$ cat src/rtl/fila_escrita_registradores_if.sv
// Write-back bundle between the ALU/load sources, the queue and the register file write port.
// Includes the forwarding lookup port used when FILA_ESCRITA_ENCAMINHAMENTO_EN is defined.
interface fila_escrita_registradores_if #(
  parameter int PROFUNDIDADE = 4,
  parameter int LARGURA      = 32
);
  logic                                ula_valido;
  logic                                ula_pronto;
  logic [4:0]                          ula_endereco;
  logic [LARGURA-1:0]                  ula_dados;
  logic                                mem_valido;
  logic                                mem_pronto;
  logic [4:0]                          mem_endereco;
  logic [LARGURA-1:0]                  mem_dados;
  logic [4:0]                          endereco_E;
  logic [LARGURA-1:0]                  dados;
  logic                                escreve_R;
  logic                                vazio;
  logic                                cheio;
  logic [$clog2(PROFUNDIDADE+1)-1:0]   ocupacao;
  logic [4:0]                          consulta_endereco;
  logic                                consulta_acerto;
  logic [LARGURA-1:0]                  consulta_dados;

  modport slave (
    input  ula_valido, ula_endereco, ula_dados,
    input  mem_valido, mem_endereco, mem_dados,
    input  consulta_endereco,
    output ula_pronto, mem_pronto,
    output endereco_E, dados, escreve_R, vazio, cheio, ocupacao,
    output consulta_acerto, consulta_dados
  );

  modport master (
    output ula_valido, ula_endereco, ula_dados,
    output mem_valido, mem_endereco, mem_dados,
    output consulta_endereco,
    input  ula_pronto, mem_pronto,
    input  endereco_E, dados, escreve_R, vazio, cheio, ocupacao,
    input  consulta_acerto, consulta_dados
  );
endinterface

$ cat src/rtl/fila_escrita_registradores.sv
// Write-back queue merging ALU and load results into the register file's single write port.
// Optional forwarding lookup over queued entries: define FILA_ESCRITA_ENCAMINHAMENTO_EN.
module fila_escrita_registradores #(
  parameter int PROFUNDIDADE = 4,
  parameter int LARGURA      = 32
) (
  input  logic                          clock,
  input  logic                          reset,
  fila_escrita_registradores_if.slave   bus
);

  localparam int PW = $clog2(PROFUNDIDADE);
  localparam int OW = $clog2(PROFUNDIDADE + 1);
  localparam logic [OW-1:0] OCUP_CHEIA = OW'(PROFUNDIDADE);

  typedef enum logic {
    FAVORECE_ULA = 1'b0,
    FAVORECE_MEM = 1'b1
  } turno_e;

  logic [PW-1:0]      wr_ptr_q, wr_ptr_d;
  logic [PW-1:0]      rd_ptr_q, rd_ptr_d;
  logic [OW-1:0]      ocup_q, ocup_d;
  turno_e             turno_q, turno_d;

  logic [4:0]         end_mem   [PROFUNDIDADE];
  logic [LARGURA-1:0] dados_mem [PROFUNDIDADE];

  logic               vazio, cheio;
  logic               ula_pronto, mem_pronto;
  logic               push, pop;
  logic [4:0]         ent_end;
  logic [LARGURA-1:0] ent_dados;

  always_comb begin
    vazio      = (ocup_q == '0);
    cheio      = (ocup_q == OCUP_CHEIA);
    // The source not granted last wins a tie; a lone requester always wins.
    ula_pronto = bus.ula_valido && !cheio &&
                 (!bus.mem_valido || (turno_q == FAVORECE_ULA));
    mem_pronto = bus.mem_valido && !cheio &&
                 (!bus.ula_valido || (turno_q == FAVORECE_MEM));
    ent_end    = ula_pronto ? bus.ula_endereco : bus.mem_endereco;
    ent_dados  = ula_pronto ? bus.ula_dados    : bus.mem_dados;
    // Register 0 writes complete the handshake but occupy no slot.
    push       = (ula_pronto || mem_pronto) && (ent_end != 5'd0);
    pop        = !vazio;

    wr_ptr_d = push ? wr_ptr_q + PW'(1) : wr_ptr_q;
    rd_ptr_d = pop  ? rd_ptr_q + PW'(1) : rd_ptr_q;

    ocup_d = ocup_q;
    if (push && !pop)      ocup_d = ocup_q + OW'(1);
    else if (!push && pop) ocup_d = ocup_q - OW'(1);

    turno_d = turno_q;
    if (ula_pronto)      turno_d = FAVORECE_MEM;
    else if (mem_pronto) turno_d = FAVORECE_ULA;
  end

  // NOTE: sequential state uses non-blocking assignments so every register samples pre-edge values.
  always_ff @(posedge clock or posedge reset) begin
    if (reset) begin
      wr_ptr_q <= '0;
      rd_ptr_q <= '0;
      ocup_q   <= '0;
      turno_q  <= FAVORECE_ULA;
    end else begin
      wr_ptr_q <= wr_ptr_d;
      rd_ptr_q <= rd_ptr_d;
      ocup_q   <= ocup_d;
      turno_q  <= turno_d;
    end
  end

  // NOTE: storage is not reset; stale slots are never visible because outputs are gated by occupancy.
  always_ff @(posedge clock) begin
    if (push) begin
      end_mem[wr_ptr_q]   <= ent_end;
      dados_mem[wr_ptr_q] <= ent_dados;
    end
  end

  assign bus.ula_pronto = ula_pronto;
  assign bus.mem_pronto = mem_pronto;
  assign bus.vazio      = vazio;
  assign bus.cheio      = cheio;
  assign bus.ocupacao   = ocup_q;
  assign bus.escreve_R  = !vazio;
  assign bus.endereco_E = vazio ? 5'd0 : end_mem[rd_ptr_q];
  assign bus.dados      = vazio ? '0   : dados_mem[rd_ptr_q];

`ifdef FILA_ESCRITA_ENCAMINHAMENTO_EN
  logic [PW-1:0]      busca_idx;
  logic               acerto;
  logic [LARGURA-1:0] acerto_dados;

  // Scan oldest to newest so the last match left standing is the newest pending value.
  always_comb begin
    acerto       = 1'b0;
    acerto_dados = '0;
    busca_idx    = rd_ptr_q;
    for (int i = 0; i < PROFUNDIDADE; i++) begin
      busca_idx = rd_ptr_q + PW'(i);
      if ((OW'(i) < ocup_q) && (bus.consulta_endereco != 5'd0) &&
          (end_mem[busca_idx] == bus.consulta_endereco)) begin
        acerto       = 1'b1;
        acerto_dados = dados_mem[busca_idx];
      end
    end
  end

  assign bus.consulta_acerto = acerto;
  assign bus.consulta_dados  = acerto_dados;
`else
  assign bus.consulta_acerto = 1'b0;
  assign bus.consulta_dados  = '0;
`endif

endmodule
$ cat src/flat_wrapper.sv
// flat-port wrapper written by rule: the top's interface ports become plain ports
module fila_escrita_registradores_flat 
#(
  parameter int PROFUNDIDADE = 4,
  parameter int LARGURA      = 32
)
  (clock, reset, bus_ula_valido, bus_ula_endereco, bus_ula_dados, bus_mem_valido, bus_mem_endereco, bus_mem_dados, bus_consulta_endereco, bus_ula_pronto, bus_mem_pronto, bus_endereco_E, bus_dados, bus_escreve_R, bus_vazio, bus_cheio, bus_ocupacao, bus_consulta_acerto, bus_consulta_dados);
  fila_escrita_registradores_if #(.PROFUNDIDADE(PROFUNDIDADE), .LARGURA(LARGURA)) bus_i ();
  input  logic clock;
  input  logic reset;
  input wire logic [$bits(bus_i.ula_valido)-1:0] bus_ula_valido;
  input wire logic [$bits(bus_i.ula_endereco)-1:0] bus_ula_endereco;
  input wire logic [$bits(bus_i.ula_dados)-1:0] bus_ula_dados;
  input wire logic [$bits(bus_i.mem_valido)-1:0] bus_mem_valido;
  input wire logic [$bits(bus_i.mem_endereco)-1:0] bus_mem_endereco;
  input wire logic [$bits(bus_i.mem_dados)-1:0] bus_mem_dados;
  input wire logic [$bits(bus_i.consulta_endereco)-1:0] bus_consulta_endereco;
  output wire logic [$bits(bus_i.ula_pronto)-1:0] bus_ula_pronto;
  output wire logic [$bits(bus_i.mem_pronto)-1:0] bus_mem_pronto;
  output wire logic [$bits(bus_i.endereco_E)-1:0] bus_endereco_E;
  output wire logic [$bits(bus_i.dados)-1:0] bus_dados;
  output wire logic [$bits(bus_i.escreve_R)-1:0] bus_escreve_R;
  output wire logic [$bits(bus_i.vazio)-1:0] bus_vazio;
  output wire logic [$bits(bus_i.cheio)-1:0] bus_cheio;
  output wire logic [$bits(bus_i.ocupacao)-1:0] bus_ocupacao;
  output wire logic [$bits(bus_i.consulta_acerto)-1:0] bus_consulta_acerto;
  output wire logic [$bits(bus_i.consulta_dados)-1:0] bus_consulta_dados;
  assign bus_i.ula_valido = bus_ula_valido;
  assign bus_i.ula_endereco = bus_ula_endereco;
  assign bus_i.ula_dados = bus_ula_dados;
  assign bus_i.mem_valido = bus_mem_valido;
  assign bus_i.mem_endereco = bus_mem_endereco;
  assign bus_i.mem_dados = bus_mem_dados;
  assign bus_i.consulta_endereco = bus_consulta_endereco;
  assign bus_ula_pronto = bus_i.ula_pronto;
  assign bus_mem_pronto = bus_i.mem_pronto;
  assign bus_endereco_E = bus_i.endereco_E;
  assign bus_dados = bus_i.dados;
  assign bus_escreve_R = bus_i.escreve_R;
  assign bus_vazio = bus_i.vazio;
  assign bus_cheio = bus_i.cheio;
  assign bus_ocupacao = bus_i.ocupacao;
  assign bus_consulta_acerto = bus_i.consulta_acerto;
  assign bus_consulta_dados = bus_i.consulta_dados;
  fila_escrita_registradores #(.PROFUNDIDADE(PROFUNDIDADE), .LARGURA(LARGURA)) u_core (.clock(clock), .reset(reset), .bus(bus_i));
endmodule
$ cat config.mk
export PLATFORM = sky130hd
export DESIGN_NAME = fila_escrita_registradores_flat
export DESIGN_NICKNAME = d
export VERILOG_FILES = /design/src/rtl/fila_escrita_registradores_if.sv /design/src/rtl/fila_escrita_registradores.sv /design/src/flat_wrapper.sv
export SDC_FILE = /design/constraint.sdc
export NUM_CORES = 1
export LEC_CHECK = 0
export CAP_MARGIN = 10
export CORE_ASPECT_RATIO = 0.7
export CORE_MARGIN = 2
export CORE_UTILIZATION = 45
export DETAILED_ROUTE_END_ITERATION = 10
export PLACE_DENSITY = 0.83
export SYNTH_ARGS = -nofsm -noshare
export SYNTH_HDL_FRONTEND = slang
export SYNTH_SLANG_ARGS = --single-unit
$ cat constraint.sdc
create_clock -name clock -period 3 [get_ports clock]
set_clock_uncertainty 0.2 [all_clocks]
set_input_delay 0.6 -clock clock [delete_from_list [all_inputs] [get_ports clock]]
set_output_delay 0.6 -clock clock [all_outputs]
set_load 0.02 [all_outputs]
# Yosys cells after proc, flatten, opt, wreduce, memory -nomap -nowiden
# Memory sizes are Yosys's and may differ from the RTL's.
# Cells that the tools add are included.
dict set report classes {
  n_bitwise 1
  n_reduce_logical 19
  muxes 10
  n_eq_ne 1
  addsub 4
}
# operator n
set op_table {}
lappend op_table {{two-way mux 32 bit} 2}
lappend op_table {{two-way mux 5 bit} 2}
lappend op_table {{logical AND 1 bit} 7}
lappend op_table {{two-way mux 3 bit} 2}
lappend op_table {{zero test 1 bit} 5}
lappend op_table {{nonzero test 5 bit} 1}
lappend op_table {{adder 2 x 1 -> 2 bit, second input constant} 2}
lappend op_table {{two-way mux 1 bit} 4}
lappend op_table {{nonzero test 2 bit} 2}
lappend op_table {{adder 3 x 1 -> 3 bit, second input constant} 1}
lappend op_table {{== test 3 bit, second input constant} 1}
lappend op_table {{zero test 3 bit} 1}
lappend op_table {{logical OR 1 bit} 3}
lappend op_table {{subtractor 3 x 1 -> 3 bit, second input constant} 1}
lappend op_table {{NOT 1 bit} 1}
dict set report totals {
  inputBits 83
  word_cells 41
  n_memories 2
  reg_bits 8
  mem_bits_rw 148
}
# memory words width rd rd_clocked_by_memory_dff wr line_no
set memory_table {}
lappend memory_table {u_core.dados_mem 4 32 1 0 1 fila_escrita_registradores.sv:27} ;# logic [LARGURA-1:0] dados_mem [PROFUNDIDADE];
lappend memory_table {u_core.end_mem 4 5 1 0 1 fila_escrita_registradores.sv:26} ;# logic [4:0] end_mem [PROFUNDIDADE];

# Depth between registers and ports, before layout
# Gate-level depths: netlist of run 1.
dict set report depth {
  ltp_word 11
  depth_mapped 11
  depth_no_buf 10
}

# Least setup slack after synthesis of run 1
# No wires, ideal clock.
dict set report synth_timing {
  path_kind {reg-to-reg}
  from {register u_core.ocup_q[0] (netlist: u_core.bus.ocupacao[0])}
  to {memory u_core.dados_mem[2][0], enable pin}
  t_arrival_ns 2.525
  path_slack_ns -0.123
  required_time_ns 2.402
  synth_period_minus_slack_ns 3.123
  stages_incl_launch_ff 7
  cell_sequence {dfrtp_1 -> or3b_1 -> buf_2 -> nand3_4 -> inv_4 -> a211oi_4 -> and2_1}
}
dict set report synth_between {
  elab_chain_cells 9
  elab_cells_between_ends 12
}
# element line_no
set synth_lines {}
lappend synth_lines {{start: declaration} fila_escrita_registradores.sv:23} ;# logic [OW-1:0] ocup_q, ocup_d;
lappend synth_lines {{start signal: assignment} fila_escrita_registradores.sv:71} ;# ocup_q <= ocup_d;
lappend synth_lines {{== test 3 bit (*)} fila_escrita_registradores.sv:37} ;# cheio = (ocup_q == OCUP_CHEIA);
lappend synth_lines {{zero test 1 bit (*)} {fila_escrita_registradores.sv:39, fila_escrita_registradores.sv:41}}
lappend synth_lines {{logical AND 1 bit (2 in a row)} fila_escrita_registradores.sv:39} ;# ula_pronto = bus.ula_valido && !cheio &&
lappend synth_lines {{two-way mux 5 bit} fila_escrita_registradores.sv:43} ;# ent_end = ula_pronto ? bus.ula_endereco : bus.mem_endereco;
lappend synth_lines {{nonzero test 5 bit} fila_escrita_registradores.sv:46} ;# push = (ula_pronto || mem_pronto) && (ent_end != 5'd0);
lappend synth_lines {{logical AND 1 bit (*)} fila_escrita_registradores.sv:46}
lappend synth_lines {{via u_core.push} fila_escrita_registradores.sv:31} ;# logic push, pop;
lappend synth_lines {{two-way mux 1 bit (*)} fila_escrita_registradores.sv:78} ;# if (push) begin
lappend synth_lines {{two-way mux 1 bit (not written as such) (*)} fila_escrita_registradores.sv:80} ;# dados_mem[wr_ptr_q] <= ent_dados;
lappend synth_lines {{end: declaration} fila_escrita_registradores.sv:27}
# The timed path passes the listed nets; every way through them passes the cells marked *.

# Final worst setup path of run 1
dict set report layout_timing {
  from {input port bus_ula_valido}
  to {output port bus_ula_pronto}
}
dict set report layout_between {
  elab_chain_cells 2
}
# element line_no
set layout_lines {}
lappend layout_lines {{start: declaration} flat_wrapper.sv:11} ;# input wire logic [$bits(bus_i.ula_valido)-1:0] bus_ula_valido;
lappend layout_lines {{logical AND 1 bit (2 in a row)} fila_escrita_registradores.sv:39}
lappend layout_lines {{end: declaration} flat_wrapper.sv:18} ;# output wire logic [$bits(bus_i.ula_pronto)-1:0] bus_ula_pronto;
# Every way passes these cells.

==> results of run 1 <==
==> how the worst max path moves through the flow <==
stage	start	slack [ns]	cells after the start	endpoint
floorplan	u_core.bus.ocupacao[0]	0.14	11	u_core.bus.ocupacao[2]
global route	bus_ula_valido	0.02	4	bus_ula_pronto
finish	bus_ula_valido	0.09	4	bus_ula_pronto
global placement	bus_ula_endereco[3]	-0.09	8	u_core.bus.ocupacao[1]
detailed placement	bus_ula_endereco[0]	-0.15	8	u_core.bus.ocupacao[1]
CTS	u_core.rd_ptr_q[0]	0.07	4	bus_dados[29]
==> metrics by stage <==
stage                     utilization, %  worst slack, ns  hold slack, ns
after floorplan                        -           0.1450          0.2157
after global placement             56.32         -0.08961          0.3039
after detailed placement           56.32          -0.1485          0.2998
after CTS                          59.91          0.07330          0.2346
after global routing               59.91          0.02091          0.2574
final                              59.91          0.08709          0.2374
==> kinds of logic (layout without fill, tap and decap cells) <==
kind of cell / Yosys count / after routing / synth area share (%)
mux: 44 / 44 / 13.47
xor+xnor: 6 / 6 / 0.7728
fa+ha+maj: 6 / 6 / 1.214
buf+inv: 60 / 180 / 5.244
simple gates: 148 / 148 / 10.12
compound gates: 6 / 6 / 0.8279
flops: 156 / 156 / 68.30
other cells: 1 / 33 / 0.05514
==> worst max-delay path, delay by kind of cell <==
kind	cells	cell delay, ns
and+or+nand+nor	1	0.12
buffers and inverters	3	1.40
==> report_power, final <==
part / internal (mW) / total (mW) / switching, mW
clock network: 1.23 / 2.04 / 0.815
registers: 3.30 / 3.53 / 0.228
logic: 1.79 / 3.95 / 2.16
total: 6.31 / 9.51 / 3.20
==> registers in the layout (all words and copies together) (netlist names) <==
signal and count:
u_core.turno_q 1, u_core.bus.ocupacao 3, u_core.end_mem 20, u_core.wr_ptr_q 2
u_core.dados_mem 128, u_core.rd_ptr_q 2
==> layout make-up <==
| type | count | area, um^2 | share of cell area, % |
|---|---|---|---|
| tap | 195 | 244.0 | 2.766 |
| sequential | 156 | 4647 | 52.69 |
| clock buffer | 18 | 429.2 | 4.866 |
| inverter | 8 | 32.53 | 0.3688 |
| clock inverter | 14 | 143.9 | 1.631 |
| timing repair buffer | 140 | 1396 | 15.83 |
| multi-input combinational | 243 | 1927 | 21.85 |
==> metal layers <==
| metal | wire length (um) | GRT usage, % | part of all wire [%] | up-vias |
|---|---|---|---|---|
| li1 | - | - | - | 1771 |
| met1 | 5652 | 21.90 | 42 | 1891 |
| met2 | 6818 | 29.94 | 50 | 138 |
| met3 | 1006 | 5.489 | 7.4 | 6 |
| met4 | 58 | 4.406 | 0.43 | 0 |
| met5 | 0 | 0 | 0 | - |
==> cell usage after synthesis, drive strengths merged <==
cell type / n / area [um^2]
conb: 1 / 3.750
xor2: 2 / 17.52
a211oi: 1 / 20.02
buf: 44 / 294.0
nand2: 99 / 371.6
a21oi: 2 / 10.01
or4: 1 / 7.510
edfxtp: 148 / 4444
nand3: 1 / 17.52
and2: 41 / 256.5
ha: 5 / 62.56
xnor2: 4 / 35.03
or3: 2 / 12.51
o21ai: 1 / 5.000
or3b: 1 / 8.760
fa: 1 / 20.02
or2: 1 / 6.260
clkbuf: 8 / 30.03
mux2: 7 / 82.57
nor2: 2 / 7.510
a31oi: 1 / 6.260
inv: 8 / 32.54
mux4: 37 / 833.3
a311oi: 1 / 15.01
dfrtp: 8 / 200.2
==> cells in the final DEF (no fill, tap or decap), types with 2 or more instances in the layout <==
master             n
nand2_1           99
mux4_2            37
conb_1            33
clkinv_4           2
nor2_1             2
buf_4             11
ha_1               5
and2_2             4
a21oi_1            2
and2_1            37
mux2_2             6
clkdlybuf4s50_1   84
xnor2_1            4
buf_12             7
clkbuf_16         17
inv_6              4
edfxtp_1         148
dfrtp_1            6
dlygate4sd2_1     38
clkinv_2           4
dfrtp_2            2
inv_1              7
bufinv_16          2
xor2_1             2
or3_1              2
==> what timing repair did <==
item / 4_1_cts / 5_1_grt
gates resized for setup: 39 / 0
endpoints found under the setup margin: 39 / 0
endpoints found under the hold margin: 0 / 0
==> metrics, run 1 <==
Ports=161; clk sinks=156; FF-to-FF setup slack=0.31 ns; HPWL after DPL=9.116 mm; Worst-Skew Late Latency=0.41 ns; Max Transition Viols Final=0; Crit. End Element=output pin; Port Buffers=122; via count=3,806; leak pwr=3.314 nW; layout filler cell count=1,099; Peak VDD IR=0.5357 mV; initial detailed-routing violation count=235; Ant. Diodes=0; initial antenna violation count=0; fmax=343.3 MHz; CP max stage cell=clkdlybuf4s50_1; CP Launch Type=primary input; period utilization=97.10%; power consumption=9.515 mW; CTS tree=done; Post-DRT Antenna Nets=0; depth of the worst register-to-register path=10; CTS clk-pin slew, worst paths=0.06 ns; CP Data Required Time=2.20 ns; setup repair after global routing missed its margin=no; share of cells above drive strength 1=17.96%; Post-Layout Cell Count=774; die area=16,130 um^2; Synth Area per Inst=15.93 um^2; largest net degree at the start of global routing=37; total global routing overflow=0; Yosys cell types=29; Final setup viols=0; min-delay worst type=primary input to async pin; Mapped Cells=427; gpl congestion=0.7309; Final #Nets=655; Reg-to-Reg End=u_core.bus.ocupacao[2]; Ys Warns=0; worst-path fanout max=5; first-pass GRT wire length=20.58 mm; Cells after DPL=742; Rows=37; mapped cell area=6800 um^2; Die X=150.9 um; CP Data Arrival Time=2.11 ns; core box area=14,720 um^2; Pwr per Cell Area=1079 nW/um^2; drt first pass iters=4; deepest clock path buffer count=2; CTS root buf=clkbuf_16; Die Y-Extent=106.9 um; register area share after synthesis=68.30%; hold_buf cts=0; post-CTS setup buffers=0; Avg Vias per Cell=4.917; CTS Buf Count=17; Wirelength per Cell=17.49 um; Placed Area=8292 um^2; most frequent CP cell=clkdlybuf4s50_1; global-route usage over all layers=17.52%; Hold Vio Cnt, Final=0; outcome=finished, final reports clean; Residual DRC=0; crit-path cells=clkdlybuf4s50_1, nand3_4, inv_4, clkdlybuf4s50_1; Seq cells post-synth=156; Crit Path Category=primary input to output pin; design area=8820 um^2; max-cap violations=0; H-tree depth=4; worst reg2reg startpoint=u_core.bus.ocupacao[0]; Period minus WS final=2.913 ns; WL final=13.54 mm; setup TNS=0 ns; CP peak stage delay=0.66 ns; vias in the first global route=3,852; Initial Util=46.19%; Layout area overhead=29.70%
Power figures use the tool's default switching activity.
==> run 2, diff against run 1 <==
--- a/config.mk
+++ b/config.mk
@@ -10,7 +10,9 @@
 export CORE_MARGIN = 2
 export CORE_UTILIZATION = 45
 export DETAILED_ROUTE_END_ITERATION = 10
+export GPL_TIMING_DRIVEN = 0
 export PLACE_DENSITY = 0.83
 export SYNTH_ARGS = -nofsm -noshare
 export SYNTH_HDL_FRONTEND = slang
 export SYNTH_SLANG_ARGS = --single-unit
+export TNS_END_PERCENT = 10
==> run 2 against run 1 <==
The run now ends with negative setup slack left. Register-to-register slack worse by 0.33 ns. Final cell count rose by 6.7%. Global-route usage is 0.88 points higher. Sequential power decreased by 1%. Non-clock buffer count increased by 52. Via count grew 4.9%. Combinational power rose by 9.4%. Sequential share of layout area shrank 2.0 points.
==> metrics, run 2 (synthesized netlist as in run 1, its figures left out) <==
Hold Vio Cnt, Final=0 (unchanged); crit-path cells=clkbuf_4, buf_4, mux4_2, and2_1, clkdlybuf4s50_1 (was clkdlybuf4s50_1, nand3_4, inv_4, clkdlybuf4s50_1); Ant. Diodes=0 (unchanged); Die Y-Extent=106.9 um (unchanged); outcome=complete, but fails checks (was finished, final reports clean); Pwr per Cell Area=1066 nW/um^2 (was 1079 nW/um^2); deepest clock path buffer count=2 (unchanged); design area=9176 um^2 (was 8820 um^2); Fin Hold WS=0.2505 ns (was 0.2374 ns); failing checks=negative setup slack; Layout area overhead=34.94% (was 29.70%); via count=3,994 (was 3,806); clock share of power=20.1% (was 21.5%); Largest register FFs=128 (unchanged); switching part of the total=33.52% (was 33.66%); Initial Util=46.19% (unchanged); H-tree depth=4 (unchanged); CP Data Arrival Time=2.27 ns (was 2.11 ns); HPWL after DPL=9.812 mm (was 9.116 mm); Worst-Skew Late Latency=0.41 ns (about the same); fmax=326.1 MHz (was 343.3 MHz); Post-DRT Antenna Nets=0 (unchanged); min-delay worst type=primary input to async pin (unchanged); core box area=14,720 um^2 (unchanged); combinational share of power=44.2% (was 41.5%); Sw Pwr=3.279 mW (was 3.203 mW); Rows=37 (unchanged); crit-path leading delay family=buffers and inverters (unchanged); commonest non-fill, non-tap cell in the layout=edfxtp_1 (unchanged); Placed Area=8451 um^2 (was 8292 um^2); leak pwr=3.550 nW (was 3.314 nW); initial detailed-routing violation count=193 (was 235); setup repair after global routing missed its margin=yes (was no); initial antenna violation count=0 (unchanged); largest net degree at the start of global routing=38 (was 37); CP bufs+invs=3 (unchanged); CP max stage cell=clkdlybuf4s50_1 (unchanged); CP Data Required Time=2.20 ns (about the same); Residual DRC=0 (unchanged); Die X=150.9 um (unchanged); most frequent cells in the layout=edfxtp_1, nand2_1, clkdlybuf4s50_1 (unchanged); Ports=161 (unchanged); WL final=14.34 mm (was 13.54 mm); total global routing overflow=0 (unchanged); first-pass GRT wire length=21.81 mm (was 20.58 mm); drt first pass iters=4 (unchanged); Wirelength per Cell=17.36 um (was 17.49 um); share of cells above drive strength 1=24.41% (was 17.96%); global-route usage over all layers=18.40% (was 17.52%); Internal=6.502 mW (was 6.312 mW); register area=4648 um^2 (was 4647 um^2); gpl congestion=0.7235 (was 0.7309); Slew HR=61.52%; CP peak stage delay=0.54 ns (was 0.66 ns); Avg Vias per Cell=4.835 (was 4.917); CTS clk-pin slew, worst paths=0.06 ns (about the same); Period minus WS final=3.066 ns (was 2.913 ns); worst-path fanout max=10 (was 5); Port Buffers=122 (unchanged); Layout Utilization=62.33% (was 59.91%); setup TNS=-0.5770 ns (was 0 ns); period utilization=102.2% (was 97.10%); Post-Layout Cell Count=826 (was 774); Worst Max-Slew Pin Slew=0.5772 ns; area of the multi-input gates=1932 um^2 (was 1927 um^2); Peak VDD IR=0.5775 mV (was 0.5357 mV); Max Transition Viols Final=0 (unchanged); Cells after DPL=779 (was 742); CTS root buf=clkbuf_16 (unchanged); Final setup viols=16 (was 0); Final #Nets=707 (was 655); die area=16,130 um^2 (unchanged); layout filler cell count=1,093 (was 1,099); max-cap violations=0 (unchanged); Crit. End Element=output pin (unchanged); Most flops, register=u_core.dados_mem (unchanged); CP Launch Type=register (was primary input); clk sinks=156 (unchanged); Crit Path Category=register to output pin (was primary input to output pin); part of the power in registers=35.7% (was 37.1%); CTS Buf Count=17 (unchanged); Final Worst Setup Slack=-0.06625 ns (was 0.08709 ns); CTS tree=done (unchanged); vias in the first global route=4,021 (was 3,852)
## run 2: changes by cell type in the layout (fill, tap and decap cells not counted), moves of 3 or more
cell and change:
buf_4 +40, clkinv_2 -3, clkbuf_2 +6, and2_2 -4, and2_4 +4, dlymetal6s2s_1 +5, buf_1 +4, clkdlybuf4s50_1 +14
clkbuf_4 +6, dlygate4sd2_1 -26
## run 2: cell type report
cell class	instances	share of cell area (%)
flip-flops and latches	156	50.65
multi-input cells	243	21.05
repair buffers	140	14.89
clock buffers	19	4.718
plain buffers	52	4.418
well taps	195	2.659
clock inverters	13	1.254
inverters	8	0.3545
## run 2: final timing paths
| kind | end | depth (start not counted) | startpoint | slack, ns |
|---|---|---|---|---|
| setup / recovery | bus_dados[12] | 5 | u_core.rd_ptr_q[1] | -0.07 |
| max in group asynchronous | u_core.rd_ptr_q[0] | 2 | reset | 2.09 |
| min in group clock | u_core.turno_q | 1 | u_core.turno_q | 0.31 |
| setup reg to reg | u_core.bus.ocupacao[2] | 11 | u_core.bus.ocupacao[0] | -0.02 |
| hold reg to reg | u_core.turno_q | 1 | u_core.turno_q | 0.31 |
| hold / removal | u_core.wr_ptr_q[1] | 2 | reset | 0.25 |
## run 2: worst register-to-register path: stages, from the launching register on
cell	delay [ns]
dfrtp_2	0.43
or3b_1	0.39
buf_4	0.18
nand3_4	0.13
inv_4	0.10
a211oi_4	0.40
ha_2	0.27
inv_1	0.05
fa_1	0.37
xor2_1	0.15
nor2_1	0.11
xor2_1	0.17
## run 2: layer usage
layer,up-vias,GRT usage [%],routed length (um)
met2,130,30.88,7334
met1,1984,24.20,5982
li1,1876,-,-
met5,-,0,0
met4,0,5.274,72
met3,4,4.383,951
## run 2: timing repair
action                                  4_1_cts  5_1_grt
pin swaps                                     0        3
resized for setup                            49       31
hold buffers                                  0        0
endpoints found under the setup margin      148      137
setup buffers                                 0       15
## run 2: power groups by stage
| stage | logic (mW) | clock network [mW] | registers, mW |
|---|---|---|---|
| 2_1_floorplan | 2.55 | 0 | 3.49 |
| 3_3_place_gp | 4.12 | 0 | 3.50 |
| 3_5_place_dp | 4.29 | 0 | 3.54 |
| 4_1_cts | 4.24 | 2.00 | 3.50 |
| 5_1_grt | 4.66 | 2.09 | 3.55 |
| 6_report | 4.32 | 1.97 | 3.49 |
## run 2: stage by stage
| step | setup WS (ns) | power, mW |
|---|---|---|
| finish | -0.06625 | 9.781 |
| global route | -0.1544 | 10.30 |
| CTS | -0.1511 | 9.741 |
| detailed placement | -0.6176 | 7.827 |
| global placement | -1.125 | 7.621 |
| floorplan | -0.1225 | 6.044 |
==> run 3, diff against run 2 <==
--- a/config.mk
+++ b/config.mk
@@ -8,10 +8,12 @@
 export CAP_MARGIN = 10
 export CORE_ASPECT_RATIO = 0.7
 export CORE_MARGIN = 2
-export CORE_UTILIZATION = 45
+export CORE_UTILIZATION = 50
 export DETAILED_ROUTE_END_ITERATION = 10
+export GPL_ROUTABILITY_DRIVEN = 1
 export GPL_TIMING_DRIVEN = 0
-export PLACE_DENSITY = 0.83
+export PLACE_DENSITY = 0.87
+export SKIP_CTS_REPAIR_TIMING = 1
 export SYNTH_ARGS = -nofsm -noshare
 export SYNTH_HDL_FRONTEND = slang
 export SYNTH_SLANG_ARGS = --single-unit
==> constraint.sdc (replaced) <==
create_clock -name clock -period 2.84 [get_ports clock]
set_clock_uncertainty 0.2 [all_clocks]
set_input_delay 0.568 -clock clock [delete_from_list [all_inputs] [get_ports clock]]
set_output_delay 0.568 -clock clock [all_outputs]
set_load 0.02 [all_outputs]
==> run 3 against run 2 <==
Final area about the same. The run still ends with negative setup slack left. Utilization increased by 7.1 points. Sequential share of layout area about the same. Final cell count fell by 2.2%. Die area fell by 9.7%. Routed wire length grew 6.4%. Count of clock-buffer cells in the layout stayed put. Register-to-register slack worse by 0.13 ns. Sequential power increased by 6.9%. Largest power group unchanged. Highest routed layer unchanged. Worst setup slack worse by 0.11 ns. Combinational power rose by 5.8%.
==> metrics, run 3 (synthesized netlist as in run 1, its figures left out) <==
CP max stage cell=clkdlybuf4s50_1 (unchanged); CTS Buf Count=17 (unchanged); CTS tree=done (unchanged); Max Transition Viols Final=0 (unchanged); Post-DRT Antenna Nets=0 (unchanged); Final setup viols=89 (was 16); Crit. End Element=output pin (unchanged); Largest register FFs=128 (unchanged); most frequent cells in the layout=edfxtp_1, nand2_1, clkdlybuf4s50_1 (unchanged); Hold Vio Cnt, Final=0 (unchanged); die area=14,560 um^2 (was 16,130 um^2); M1 GR Usage=27.52% (was 24.20%); worst-path fanout max=10 (unchanged); layout filler cell count=867 (was 1,093); setup repair after global routing missed its margin=yes (unchanged); Final Worst Setup Slack=-0.1783 ns (was -0.06625 ns); Die X=143.4 um (was 150.9 um); Port Buffers=122 (unchanged); leak pwr=3.730 nW (was 3.550 nW); Worst-Skew Late Latency=0.42 ns (was 0.41 ns); first-pass GRT wire length=22.87 mm (was 21.81 mm); Pwr per Cell Area=1142 nW/um^2 (was 1066 nW/um^2); share of cells above drive strength 1=24.40% (was 24.41%); Wirelength per Cell=18.88 um (was 17.36 um); WL final=15.26 mm (was 14.34 mm); grt met2 use=38.17% (was 30.88%); via count=4,042 (was 3,994); gpl congestion=0.7348 (was 0.7235); Worst Max-Slew Pin Slew=0.5897 ns (was 0.5772 ns); min-delay worst type=primary input to async pin (unchanged); max-cap violations=0 (unchanged); Ant. Diodes=0 (unchanged); drt first pass iters=4 (unchanged); outcome=complete, but fails checks (unchanged); Layout area overhead=35.01% (was 34.94%); Crit Path Category=register to output pin (unchanged); failing checks=negative setup slack (unchanged); largest net degree at the start of global routing=38 (unchanged); CTS clk-pin slew, worst paths=0.07 ns (was 0.06 ns); CP peak stage delay=0.54 ns (about the same); power consumption=10.48 mW (was 9.781 mW); CTS root buf=clkbuf_16 (unchanged); vias in the first global route=4,093 (was 4,021); Die Y-Extent=101.6 um (was 106.9 um); Most flops, register=u_core.dados_mem (unchanged); Residual DRC=0 (unchanged); CP bufs+invs=2 (was 3); CP Data Required Time=2.07 ns (was 2.20 ns); met3 Usage GRT=5.012% (was 4.383%); fmax=331.3 MHz; Avg Vias per Cell=5.002 (was 4.835); initial antenna violation count=0 (unchanged); Rows=35 (was 37); H-tree depth=4 (unchanged); Slew HR=60.69% (was 61.52%); core box area=13,230 um^2 (was 14,720 um^2); deepest clock path buffer count=2 (unchanged); crit-path cells=or3_1, clkbuf_2, and2_1, clkdlybuf4s50_1 (was clkbuf_4, buf_4, mux4_2, and2_1, clkdlybuf4s50_1); HPWL after DPL=10.16 mm (was 9.812 mm); period utilization=106.3%; GRT Max-Usage Layer=met2 (unchanged); CP Launch Type=register (unchanged); Final #Nets=699 (was 707); total global routing overflow=0 (unchanged); setup TNS=-5.496 ns (was -0.5770 ns); CP Data Arrival Time=2.25 ns (was 2.27 ns); clk sinks=156 (unchanged); Initial Util=51.42% (was 46.19%); initial detailed-routing violation count=271 (was 193); crit-path leading delay family=buffers and inverters (unchanged); Peak VDD IR=0.5509 mV (was 0.5775 mV); commonest non-fill, non-tap cell in the layout=edfxtp_1 (unchanged); Period minus WS final=3.018 ns; Ports=161 (unchanged); global-route usage over all layers=22.01% (was 18.40%)
==> run 3: changes by cell type in the layout (fill, tap and decap cells not counted), sizes merged, moves of 2 or more <==
cell,previous run,this run
clkbuf,32,28
clkinv,6,4
inv,13,11
dlymetal6s2s,5,27
clkdlybuf4s50,98,86
clkdlybuf4s15,2,0
dlygate4sd2,12,0
clkinvlp,1,4
==> run 3: metrics by stage <==
stage | utilization [%] | worst slack [ns] | cell area, um^2 | hold WS (ns) | instances
final | 69.42 | -0.1783 | 9181 | 0.1980 | 808
after global routing | 69.42 | -0.2897 | 9181 | 0.2333 | 808
after CTS | 68.16 | -0.9897 | 9014 | 0.1983 | 801
after detailed placement | 63.80 | -0.7408 | 8438 | 0.3209 | 769
after global placement | 63.32 | -1.277 | 8374 | 0.2930 | 766
after floorplan | - | -0.2825 | 6922 | 0.1837 | 459
==> run 3: cell type report <==
cell class,instances,area [um^2],share of cell area [%]
multi-input combinational,243,1931,21.03
sequential,156,4647,50.61
clock inverter,13,142.6,1.554
buffer,52,401.6,4.374
inverter,8,32.53,0.3543
tap,185,231.5,2.521
clock buffer,19,432.9,4.715
timing repair buffer,132,1363,14.84
==> run 3: where the power goes <==
| part | switching [mW] | internal [mW] |
|---|---|---|
| Combinational | 2.43 | 2.14 |
| Sequential | 0.242 | 3.49 |
| Clock | 0.882 | 1.30 |
==> run 3: final timing paths <==
check / cells after the start / slack, ns / to / start
max in group asynchronous: 2 / 1.96 / u_core.rd_ptr_q[0] / reset
min reg2reg: 1 / 0.33 / u_core.bus.ocupacao[2] / u_core.bus.ocupacao[2]
max reg2reg: 11 / -0.15 / u_core.bus.ocupacao[2] / u_core.bus.ocupacao[0]
max: 4 / -0.18 / bus_endereco_E[4] / u_core.bus.ocupacao[0]
min in group clock: 1 / 0.33 / u_core.bus.ocupacao[2] / u_core.bus.ocupacao[2]
min: 2 / 0.20 / u_core.bus.ocupacao[2] / reset
==> run 3: worst reg2reg max path: cells and delay by family, from the launching register on <==
family / cells / cell delay, ns
XOR/XNOR: 2 / 0.31
adder cells (fa/ha/maj): 2 / 0.62
buffers and inverters: 3 / 0.35
flip-flops: 1 / 0.45
AO/OA/AOI/OAI: 1 / 0.34
AND/OR/NAND/NOR: 3 / 0.66
==> run 3: routing by layer <==
layer | wire (um) | vias up
met2 | 8071 | 167
met4 | 189 | 0
met1 | 5900 | 1996
met3 | 1093 | 13
met5 | 0 | -
li1 | - | 1866
